$ cat config.mk
export PLATFORM = sky130hd
export DESIGN_NAME = dac_tx_sched
export DESIGN_NICKNAME = d
export VERILOG_FILES = /design/src/rtl/dac_tx_sched.sv
export SDC_FILE = /design/constraint.sdc
export NUM_CORES = 1
export LEC_CHECK = 0
export BUFFER_PORTS_ARGS = -buffer_cell sky130_fd_sc_hd__buf_2
export CORE_UTILIZATION = 45
export CTS_BUF_LIST = sky130_fd_sc_hd__clkbuf_16
export DETAILED_ROUTE_END_ITERATION = 12
export PLACE_DENSITY_LB_ADDON = 0.3
export REMOVE_ABC_BUFFERS = 1
export SYNTH_ARGS = -nofsm -noshare
export SYNTH_HDL_FRONTEND = slang
export SYNTH_SLANG_ARGS = --single-unit
$ cat constraint.sdc
create_clock -name clk163m84 -period 6.2 [get_ports clk163m84]
set_input_delay 0.93 -clock clk163m84 [delete_from_list [all_inputs] [get_ports clk163m84]]
set_output_delay 0.93 -clock clk163m84 [all_outputs]
set_load 0.1 [all_outputs]
$ cat src/rtl/dac_tx_sched.sv
// rtl/dac_tx_sched.sv - I/Q DAC burst scheduler: modem/tone arbitration, ramp shaping, guard gap
// Samples pass sample -> scaled -> offset-binary registers; dac_on is delayed to match.
module dac_tx_sched #(
  parameter int DW         = 12,
  parameter int RAMP_SHIFT = 2,
  parameter int GUARD_LEN  = 32,
  parameter int MAX_BURST  = 4096
) (
  input  logic          clk163m84,
  input  logic          rst_n,
  input  logic          m_req,
  input  logic          m_valid,
  input  logic [DW-1:0] m_i,
  input  logic [DW-1:0] m_q,
  input  logic          m_last,
  output logic          m_ready,
  input  logic          t_req,
  input  logic [DW-1:0] t_i,
  input  logic [DW-1:0] t_q,
  output logic          t_grant,
  output logic          m_grant,
  output logic [DW-1:0] dac_i,
  output logic [DW-1:0] dac_q,
  output logic          dac_on,
  output logic          busy,
  output logic          underrun,
  output logic          trunc
);

  localparam int RAMP_LEN = 1 << RAMP_SHIFT;
  localparam int KW       = RAMP_SHIFT + 1;
  localparam int CW       = $clog2(MAX_BURST + 1);
  localparam int GW       = (GUARD_LEN > 1) ? $clog2(GUARD_LEN) : 1;

  localparam logic [2:0] S_IDLE      = 3'd0;
  localparam logic [2:0] S_RAMP_UP   = 3'd1;
  localparam logic [2:0] S_ACTIVE    = 3'd2;
  localparam logic [2:0] S_RAMP_DOWN = 3'd3;
  localparam logic [2:0] S_GUARD     = 3'd4;

  localparam logic [DW-1:0] MIDSCALE = {1'b1, {(DW-1){1'b0}}};

  logic [2:0]    state;
  logic [KW-1:0] k;
  logic [CW-1:0] cnt;
  logic [GW-1:0] gcnt;
  logic          last_tone;

  logic [DW-1:0] cur_i, cur_q;
  logic [KW-1:0] k_s;
  logic [DW-1:0] sc_i, sc_q;
  logic          on_p0, on_p1;

  logic          shaping, shaped, accept, take, src_end, at_max, trig, pick_m;
  logic [CW-1:0] cnt_nx;

  assign shaping = (state == S_RAMP_UP) || (state == S_ACTIVE);
  assign shaped  = shaping || (state == S_RAMP_DOWN);
  assign m_ready = m_grant & shaping;
  assign busy    = (state != S_IDLE);
  assign accept  = m_ready & m_valid;
  assign take    = shaping & (t_grant | accept);
  assign cnt_nx  = cnt + CW'(1);
  assign src_end = t_grant ? ~t_req : (~m_req | (accept & m_last));
  assign at_max  = (cnt_nx == CW'(MAX_BURST));
  assign trig    = shaping & (src_end | at_max);
  // On a tie the source that did not own the previous burst wins.
  assign pick_m  = m_req & (~t_req | last_tone);

  always_ff @(posedge clk163m84 or negedge rst_n) begin
    if (!rst_n) begin
      state     <= S_IDLE;
      k         <= '0;
      cnt       <= '0;
      gcnt      <= '0;
      last_tone <= 1'b1;
      m_grant   <= 1'b0;
      t_grant   <= 1'b0;
      underrun  <= 1'b0;
      trunc     <= 1'b0;
    end else begin
      underrun <= shaping & m_grant & ~m_valid;
      trunc    <= shaping & at_max & ~src_end;
      case (state)
        S_IDLE: begin
          cnt <= '0;
          k   <= '0;
          if (m_req | t_req) begin
            m_grant   <= pick_m;
            t_grant   <= ~pick_m;
            last_tone <= ~pick_m;
            state     <= S_RAMP_UP;
          end
        end
        S_RAMP_UP, S_ACTIVE: begin
          cnt <= cnt_nx;
          if (trig) begin
            // Ramp-down starts one step below the current k so it mirrors the ramp-up.
            if (k == '0) begin
              state <= S_GUARD;
              gcnt  <= '0;
            end else begin
              state <= S_RAMP_DOWN;
              k     <= k - KW'(1);
            end
          end else if (state == S_RAMP_UP) begin
            k <= k + KW'(1);
            if (k == KW'(RAMP_LEN - 1)) state <= S_ACTIVE;
          end
        end
        S_RAMP_DOWN: begin
          if (k == '0) begin
            state <= S_GUARD;
            gcnt  <= '0;
          end else begin
            k <= k - KW'(1);
          end
        end
        S_GUARD: begin
          if (gcnt == GW'(GUARD_LEN - 1)) begin
            state   <= S_IDLE;
            m_grant <= 1'b0;
            t_grant <= 1'b0;
          end else begin
            gcnt <= gcnt + GW'(1);
          end
        end
        default: state <= S_IDLE;
      endcase
    end
  end

  always_ff @(posedge clk163m84 or negedge rst_n) begin
    if (!rst_n) begin
      cur_i  <= '0;
      cur_q  <= '0;
      k_s    <= '0;
      sc_i   <= '0;
      sc_q   <= '0;
      dac_i  <= MIDSCALE;
      dac_q  <= MIDSCALE;
      on_p0  <= 1'b0;
      on_p1  <= 1'b0;
      dac_on <= 1'b0;
    end else begin
      if (take) begin
        cur_i <= t_grant ? t_i : m_i;
        cur_q <= t_grant ? t_q : m_q;
      end
      k_s <= shaped ? k : '0;
      // Low DW+KW bits of the sign-extended product are exact; the slice is the >>> RAMP_SHIFT.
      sc_i <= DW'(({{KW{cur_i[DW-1]}}, cur_i} * {{DW{1'b0}}, k_s}) >> RAMP_SHIFT);
      sc_q <= DW'(({{KW{cur_q[DW-1]}}, cur_q} * {{DW{1'b0}}, k_s}) >> RAMP_SHIFT);
      dac_i  <= {~sc_i[DW-1], sc_i[DW-2:0]};
      dac_q  <= {~sc_q[DW-1], sc_q[DW-2:0]};
      on_p0  <= shaped;
      on_p1  <= on_p0;
      dac_on <= on_p1;
    end
  end

endmodule

Word level (Yosys, flattened, before mapping)
Index checks and enable logic that the tools add are counted.
{"block": "totals", "ff_bits": 107, "inputBits": 54, "out_inout_bits": 31, "elab_cells": 101}
{"block": "op_classes", "addsub": 4, "n_mul": 2, "n_eq_ne": 14, "n_mux": 26, "bitwise": 21, "reduce_logical": 15}
{"operator": "$mux W3", "n": 11}
{"operator": "$mul A15 B3 Y14", "n": 2}
{"operator": "$pmux W13 S2", "n": 1}
{"operator": "$mux W12", "n": 2}
{"operator": "$mux W5", "n": 3}
{"operator": "$pmux W5 S3", "n": 1}
{"operator": "$add A13 B1 Y13 const B", "n": 1}
{"operator": "$eq A13 B13 Y1 const B", "n": 1}
{"operator": "$pmux W3 S4", "n": 1}
{"operator": "$and A1 B1 Y1", "n": 9}
{"operator": "$eq A3 B2 Y1 const B", "n": 3}
{"operator": "$pmux W3 S3", "n": 1}
{"operator": "$reduce_bool A3 Y1", "n": 3}
{"operator": "$ne A2 B2 Y1 const B", "n": 4}
{"operator": "$not A1 Y1", "n": 7}
{"operator": "$logic_not A3 Y1", "n": 2}
{"operator": "$ne A3 B3 Y1 const B", "n": 2}
{"operator": "$reduce_and A3 Y1", "n": 2}
{"operator": "$add A5 B1 Y5 const B", "n": 1}
{"operator": "$eq A5 B5 Y1 const B", "n": 1}
{"operator": "$or A1 B1 Y1", "n": 5}
{"operator": "$reduce_and A5 Y1", "n": 1}
{"operator": "$mux W1", "n": 4}
{"operator": "$pmux W1 S2", "n": 2}
{"operator": "9 further kinds", "n": 12}

Depth between registers and ports, before layout
Gate-level depths: netlist of the first run.
{"block": "logic_depth", "depth_word": 11, "depth_mapped": 15, "depth_no_buf": 13}

Worst setup path after synthesis of the first run
OpenSTA, ideal clock, no wires.
{"block": "synth_timing", "path_kind": "reg-to-output", "startpoint": "reg m_grant", "endpoint": "out m_ready", "t_arrival_ns": 2.414, "required_ns": 5.270, "path_slack_ns": 2.856, "stages_incl_launch_ff": 3, "path_buffers": 0, "path_cell_list": "dfrtp_1 > inv_1 > nor2_1"}
{"block": "synth_via", "elab_chain_len": 1}
{"element": "start: declaration", "line": "21", "source": "output logic m_grant,"}
{"element": "start signal: assignment", "line": "89", "source": "m_grant <= pick_m;"}
{"element": "$and A1 B1 Y1", "line": "59", "source": "assign m_ready = m_grant & shaping;"}
{"element": "end: declaration", "line": "16", "source": "output logic m_ready,"}
Every way passes these cells.

Worst setup path after layout of the first run
{"block": "layout_timing", "startpoint": "reg k_s[2]", "endpoint": "reg sc_i[10]"}
{"block": "layout_via", "elab_chain_len": 1}
{"element": "start: declaration", "line": "50", "source": "logic [KW-1:0] k_s;"}
{"element": "start signal: assignment", "line": "150", "source": "k_s <= shaped ? k : '0;"}
{"element": "$mul A15 B3 Y14", "line": "152", "source": "sc_i <= DW'(({{KW{cur_i[DW-1]}}, cur_i} * {{DW{1'b0}}, k_s}) >> RAMP_SHIFT);"}
{"element": "end signal: assignment", "line": "152"}
{"element": "end: declaration", "line": "51", "source": "logic [DW-1:0] sc_i, sc_q;"}
Every way passes these cells.
A chain may end at the register's enable or synchronous reset.

==> impl_metrics.py, run 1 <==
metrics = {
    "power": {
        "p_sw_mw": 1.616,
        "clock_power_share_pct": 17.8,
        "p_int_mw": 1.789,
        "leakage_nw": 3.540,
        "power.share.switching_pct": 47.46,
        "power.density_mw_per_mm2": 474.6,
        "p_seq_share_pct": 33.5,
        "share_of_total_power_in_combinational_logic_pct": 48.7,
        "vdd_drop_max_mv": 0.2971,
    },
    "timing": {
        "period_minus_slack_ps": 3640,
        "timing.final.crit_share_pct": 58.70,
        "timing.fmax_mhz": 274.8,
        "finalMaxSlewViolations": 0,
        "finalSetupViolations": 0,
        "timing.slew.headroom_pct": 18.16,
        "hold_viol": 0,
        "fin_skew_ps": 8.046,
        "timing.hold.ws_ps": 348.4,
        "tightestPinTransition_ps": 1228,
        "total_negative_setup_slacks_ps": 0,
        "grt_setup_unrepaired": "false",
    },
    "placed_design": {
        "port_buffer_count": 84,
        "dp_hpwl_um": 9374,
        "finalWeightedCongestion": 0.8664,
    },
    "die": {
        "fp.dieH_um": 120.4,
        "floorplan.initialDensity_pct": 46.89,
        "boundaryPins": 85,
        "placeableCoreArea_mm2": 0.01345,
        "floorplan.rows": 42,
        "die_area_mm2": 0.01450,
        "die_width_um": 120.4,
    },
    "run": {
        "cap_viol_max_count": 0,
    },
    "clock_tree": {
        "cts_buffer_depth": 2,
        "cts_inserted_buffers": 9,
        "postCtsResizedCells": 0,
        "clock-sinks": 107,
        "postCtsHoldBufs": 0,
        "clkSlewWorstSetupHoldPaths_ps": 70,
        "clk-insertion-delay-late_ps": 350,
        "cts_tree": "done",
        "root_buffer": "sky130_fd_sc_hd__clkbuf_16",
        "cts.htree.levels": 3,
        "setup_bufs_post_cts": 0,
    },
    "drt": {
        "vias": 4887,
        "drt_pass1_iterations": 4,
        "route.final.wire_length_um": 12780,
        "first_iter_violations": 228,
        "remaining_drc_errors": 0,
        "drtAntennaViolNets": 0,
        "drt-vias-per-instance": 5.306,
        "detail_route.wl_per_cell_um": 13.88,
    },
    "logic_synthesis": {
        "synth_enable_flop_cells": 0,
        "synth-async-reset-ratio_pct": 100.0,
        "postSynthAreaPerCell_um2": 9.402,
        "synth.cell_area_mm2": 0.006309,
        "synth_seq_area_share_pct": 42.50,
        "synth_ff_type": "sky130_fd_sc_hd__dfrtp_1",
        "yosys_warnings": 0,
        "synth_cell_type_count": 67,
        "yosys_register_bits": 107,
        "syn-instance-count": 671,
    },
    "critical_path": {
        "cp_data_required_time_ps": 6440,
        "sort_of_element_at_the_start_of_the_critical_path": "flop",
        "setup.worst_path.end_class": "flop",
        "worst_ep_arrival_time_ps": 3880,
        "setup.worst_path.class": "flop to flop",
        "crit_fanout": 23,
    },
    "global_route": {
        "grt_pass1_vias": 4872,
        "grt_max_degree": 58,
        "wire_length_of_the_first_global_routing_pass_um": 22470,
        "grt_remaining_overflow": 0,
        "grt_util_all_layers_pct": 19.43,
        "antenna_violations_before_repair": 0,
    },
    "layout": {
        "final_cell_mix": "sky130_fd_sc_hd__dfrtp_1 (104), sky130_fd_sc_hd__nand2_1 (101), sky130_fd_sc_hd__buf_2 (83)",
        "layout-drive-gt1-share_pct": 15.84,
        "layout.core_utilization_pct": 53.33,
        "layout.cells.most_common": "sky130_fd_sc_hd__dfrtp_1",
        "fin_nets": 847,
        "num_antenna_cells": 0,
        "synthToLayoutAreaGrowth_pct": 13.72,
    },
    "status": {
        "run_status": "finished clean",
    },
    "hold_path": {
        "worstHoldPathType": "flop to flop",
    },
}
[routing by layer]
layer  up-vias  part of all wire, %  GRT usage (%)
met5         -                    0              0
met4         0                  1.7          8.025
met3        14                  3.2          2.783
met2        88                   49          31.90
met1      2367                   47          25.83
li1       2418                    -              -
[registers in the layout, indices dropped and copies added, names as in the netlist]
| name | flops |
|---|---|
| cnt | 13 |
| cur_i | 12 |
| cur_q | 12 |
| dac_i | 12 |
| dac_q | 12 |
| sc_i | 12 |
| sc_q | 12 |
| gcnt | 5 |
| k | 3 |
| k_s | 3 |
| state | 3 |
| dac_on | 1 |
| last_tone | 1 |
| m_grant | 1 |
| on_p0 | 1 |
| on_p1 | 1 |
| t_grant | 1 |
| trunc | 1 |
| underrun | 1 |
[layout make-up]
type / instances / area [um^2]
Inverter: 64 / 240.2
Tap cell: 176 / 220.2
Sequential cell: 107 / 2681
Multi-Input combinational cell: 472 / 3277
Clock inverter: 7 / 92.59
Timing Repair Buffer: 86 / 437.9
Fill cell: 1240 / 6279
Clock buffer: 9 / 225.2
[power groups by stage]
stage	sequential (mW)	clock, mW	combinational [mW]
final	1.14	0.606	1.66
after CTS	1.14	0.621	1.67
after global placement	1.15	0	1.62
after global routing	1.18	0.650	1.84
after floorplan	1.46	0	0.964
after detailed placement	1.15	0	1.65
[cells by family after synthesis]
family | synth area share, %
simple gates | 17.06
compound gates | 13.86
flops | 42.50
buf+inv | 5.672
fa+ha+maj | 13.37
mux | 4.482
xor+xnor | 3.054
[critical path: stages (launching register included)]
cell                       delay, ps
sky130_fd_sc_hd__dfrtp_1         790
sky130_fd_sc_hd__nand2_1         170
sky130_fd_sc_hd__fa_1            560
sky130_fd_sc_hd__inv_1            40
sky130_fd_sc_hd__ha_1            220
sky130_fd_sc_hd__fa_1            410
sky130_fd_sc_hd__a21o_1          190
sky130_fd_sc_hd__a21oi_1         220
sky130_fd_sc_hd__o21bai_1        110
sky130_fd_sc_hd__a21oi_1         250
sky130_fd_sc_hd__o21ai_0         210
sky130_fd_sc_hd__o311ai_0        350
[cell usage after synthesis (all sizes together), types with 2 or more instances]
master / n / area share, %
and3: 4 / 0.40
a21oi: 43 / 3.4
o21ai: 39 / 3.1
nand2: 102 / 6.1
nand4: 6 / 0.69
nor2: 55 / 3.3
o21a: 3 / 0.36
nand3: 11 / 0.95
xnor2: 18 / 2.5
o31ai: 2 / 0.24
and4: 4 / 0.56
inv: 63 / 3.7
a211oi: 2 / 0.24
o41ai: 2 / 0.40
or3: 7 / 0.69
mux2: 2 / 0.36
o211ai: 4 / 0.48
clkbuf: 20 / 1.2
o2111ai: 2 / 0.28
ha: 29 / 5.8
a31oi: 8 / 1.0
dfstp: 3 / 1.2
a2111oi: 2 / 0.38
a41oi: 3 / 0.42
o21bai: 2 / 0.24
nor4: 2 / 0.20
buf: 8 / 0.67
o311ai: 3 / 0.42
nor3: 14 / 1.2
mux2i: 26 / 4.1
a21boi: 3 / 0.36
xor2: 4 / 0.56
fa: 24 / 7.6
or2: 2 / 0.20
dfrtp: 104 / 41
nand2b: 7 / 0.69
nor4b: 2 / 0.48
o22ai: 4 / 0.40
and2: 6 / 0.60
nor2b: 5 / 0.50
a22o: 2 / 0.28
a21o: 7 / 0.83
[path summary, 6_finish.rpt]
path,end,slack [ps],cells past startpoint,start
max,sc_i[10],2560,11,k_s[2]
min,dac_i[7],350,0,sc_i[7]
max reg2reg,sc_i[10],2560,11,k_s[2]
min reg2reg,dac_i[7],350,0,sc_i[7]
max in group asynchronous,sc_q[4],4470,2,rst_n
min in group asynchronous,dac_i[0],580,1,rst_n
[metrics by stage]
stage / power [mW] / std cells / area [um^2] / worst slack, ps
2_1_floorplan: 2.424 / 643 / 6191 / 2627
3_5_place_dp: 2.809 / 905 / 6857 / 2545
3_3_place_gp: 2.765 / 905 / 6857 / 2725
6_report: 3.405 / 921 / 7174 / 2560
5_1_grt: 3.665 / 921 / 7174 / 2188
4_1_cts: 3.432 / 921 / 7174 / 2532
No activity file was read; power rests on OpenSTA's default activity.
==> inputs of run 2 (changes only) <==
==> constraint.sdc (replaced) <==
create_clock -name clk163m84 -period 3.2 [get_ports clk163m84]
set_input_delay 0.48 -clock clk163m84 [delete_from_list [all_inputs] [get_ports clk163m84]]
set_output_delay 0.48 -clock clk163m84 [all_outputs]
set_load 0.1 [all_outputs]
==> run 2 against run 1 <==
  * Utilization is 0.96 points higher
  * Largest cell class unchanged
  * Register-to-register slack worse by 2400 ps
  * Largest power group unchanged
  * Total power rose by 96%
  * Highest routed layer unchanged
  * Worst hold slack worse by 160 ps
==> impl_metrics.py, run 2 (synthesis results as in run 1) <==
metrics = {
    "timing": {
        "timing.final.crit_share_pct": 94.01,
        "finalMaxSlewViolations": 0,
        "timing.fmax_mhz": 332.4,
        "fin_skew_ps": 7.359,
        "tightestPinTransition_ps": 803.1,
        "hold_viol": 0,
        "finalSetupViolations": 0,
        "period_minus_slack_ps": 3008,
        "timing.slew.headroom_pct": 45.89,
    },
    "die": {
        "floorplan.initialDensity_pct": 46.89,
        "floorplan.rows": 42,
        "die_width_um": 120.4,
        "fp.dieH_um": 120.4,
        "die_area_mm2": 0.01450,
        "placeableCoreArea_mm2": 0.01345,
        "boundaryPins": 85,
    },
    "drt": {
        "vias": 5013,
        "drt-vias-per-instance": 5.356,
        "detail_route.wl_per_cell_um": 14.51,
        "drtAntennaViolNets": 0,
        "drt_pass1_iterations": 5,
        "first_iter_violations": 311,
        "route.final.wire_length_um": 13590,
        "remaining_drc_errors": 0,
    },
    "clock_tree": {
        "clock-sinks": 107,
        "cts.htree.levels": 3,
        "cts_buffer_depth": 2,
        "root_buffer": "sky130_fd_sc_hd__clkbuf_16",
        "clk-insertion-delay-late_ps": 360,
        "clkSlewWorstSetupHoldPaths_ps": 70,
        "cts_tree": "done",
        "cts_inserted_buffers": 9,
        "postCtsHoldBufs": 0,
    },
    "status": {
        "run_status": "finished clean",
    },
    "layout": {
        "top_register": "cnt",
        "layout-drive-gt1-share_pct": 18.16,
        "final_cell_mix": "sky130_fd_sc_hd__dfrtp_1 (104), sky130_fd_sc_hd__nand2_1 (101), sky130_fd_sc_hd__buf_2 (83)",
        "layout.core_utilization_pct": 54.29,
        "largest_register_ff_count": 13,
        "num_antenna_cells": 0,
        "fin_nets": 862,
        "layout.cells.most_common": "sky130_fd_sc_hd__dfrtp_1",
        "fillerInstances": 1224,
        "synthToLayoutAreaGrowth_pct": 15.77,
    },
    "critical_path": {
        "setup.worst_path.class": "flop to flop",
        "crit_fanout": 20,
        "ff2ff_setup_slack_ps": 190,
        "worst_ep_arrival_time_ps": 3270,
        "cp_data_required_time_ps": 3460,
        "cell_with_the_largest_stage_delay_on_the_worst_path": "sky130_fd_sc_hd__fa_1",
        "cp_cell_sequence": "buf_12 > nand2_1 > fa_1 > inv_1 > ha_1 > inv_1 > fa_1 > nor2b_1 > o21ai_0 > a21boi_1 > o21ai_1 > a21oi_2 > or3_1 > o311ai_2",
        "sort_of_element_at_the_start_of_the_critical_path": "flop",
        "critical-path-max-stage-delay_ps": 490,
        "setup.worst_path.end_class": "flop",
    },
    "global_route": {
        "gr-usage-met3_pct": 2.736,
        "grt_use_met2_pct": 32.76,
        "grt_util_all_layers_pct": 20.01,
        "grt_max_degree": 62,
        "grt.met1_usage_pct": 26.67,
        "grt_pass1_vias": 4840,
        "grt_remaining_overflow": 0,
        "top_usage_layer": "met2",
        "antenna_violations_before_repair": 0,
        "wire_length_of_the_first_global_routing_pass_um": 22900,
    },
    "power": {
        "p_int_mw": 3.474,
        "power.density_mw_per_mm2": 914.1,
        "p_sw_mw": 3.202,
        "share_of_total_power_in_combinational_logic_pct": 51.0,
        "leakage_nw": 3.625,
        "power.share.switching_pct": 47.96,
        "finalPower_mw": 6.676,
        "clock_power_share_pct": 16.7,
        "vdd_drop_max_mv": 0.4703,
        "p_seq_share_pct": 32.3,
    },
    "hold_path": {
        "worstHoldPathType": "input port to async pin",
    },
    "placed_design": {
        "dp_hpwl_um": 10110,
        "finalWeightedCongestion": 0.8620,
        "port_buffer_count": 84,
    },
    "run": {
        "cap_viol_max_count": 0,
    },
}
-- run 2: what timing repair did --
action,4_1_cts,5_1_grt
resized for setup,1,8
gates cloned,0,0
setup buffers,1,1
setup endpoints to repair,1,7
pin swaps,0,2
-- run 2: final cells by class --
cell class | instances | area [um^2] | share of cell area (%)
multi-input combinational | 472 | 3298 | 45.16
sequential | 107 | 2681 | 36.71
timing repair buffer | 101 | 563.0 | 7.709
inverter | 64 | 240.2 | 3.289
clock buffer | 9 | 225.2 | 3.084
tap | 176 | 220.2 | 3.015
clock inverter | 7 | 75.07 | 1.028
-- run 2: per-layer routing --
metal	routed length, um	share of wire [%]
met2	6649	49
met1	6139	45
met5	0	0
met4	306	2.3
met3	491	3.6
-- run 2: per-stage QoR --
step	area (um^2)	TNS [ps]	worst slack [ps]	cells	hold slack (ps)
after floorplan	6191	-8943	-372.6	643	184.4
after global placement	6967	0	180.4	918	333.3
after detailed placement	6967	-31.90	-31.90	918	334.7
after CTS	7274	0	10.60	935	222.1
after global routing	7303	-2.400	-2.400	936	265.9
final	7303	0	191.7	936	191.5
-- run 2: worst max-delay path, delay by kind of cell, from the launching register on --
family,cells,cell delay (ps)
buffers and inverters,3,300
adders and majority gates,3,920
DFF,1,420
and+or+nand+nor,3,540
AOI/OAI and AO/OA,5,730
-- run 2: power by group through the flow --
stage	combinational (mW)	clock (mW)	sequential [mW]
CTS	3.40	1.15	2.16
detailed placement	3.37	0	2.18
global route	3.76	1.20	2.21
global placement	3.30	0	2.17
floorplan	1.87	0	2.83
finish	3.40	1.12	2.15
-- run 2: worst paths after layout --
check                                  to  startpoint  cells past startpoint
worst max-delay path             sc_q[10]      k_s[0]                     14
worst min-delay path             underrun       rst_n                      1
worst max register to register   sc_q[10]      k_s[0]                     14
worst min register to register   dac_i[3]     sc_i[3]                      0
max in group asynchronous       dac_i[11]       rst_n                      2
min in group clk163m84          last_tone       m_req                      2
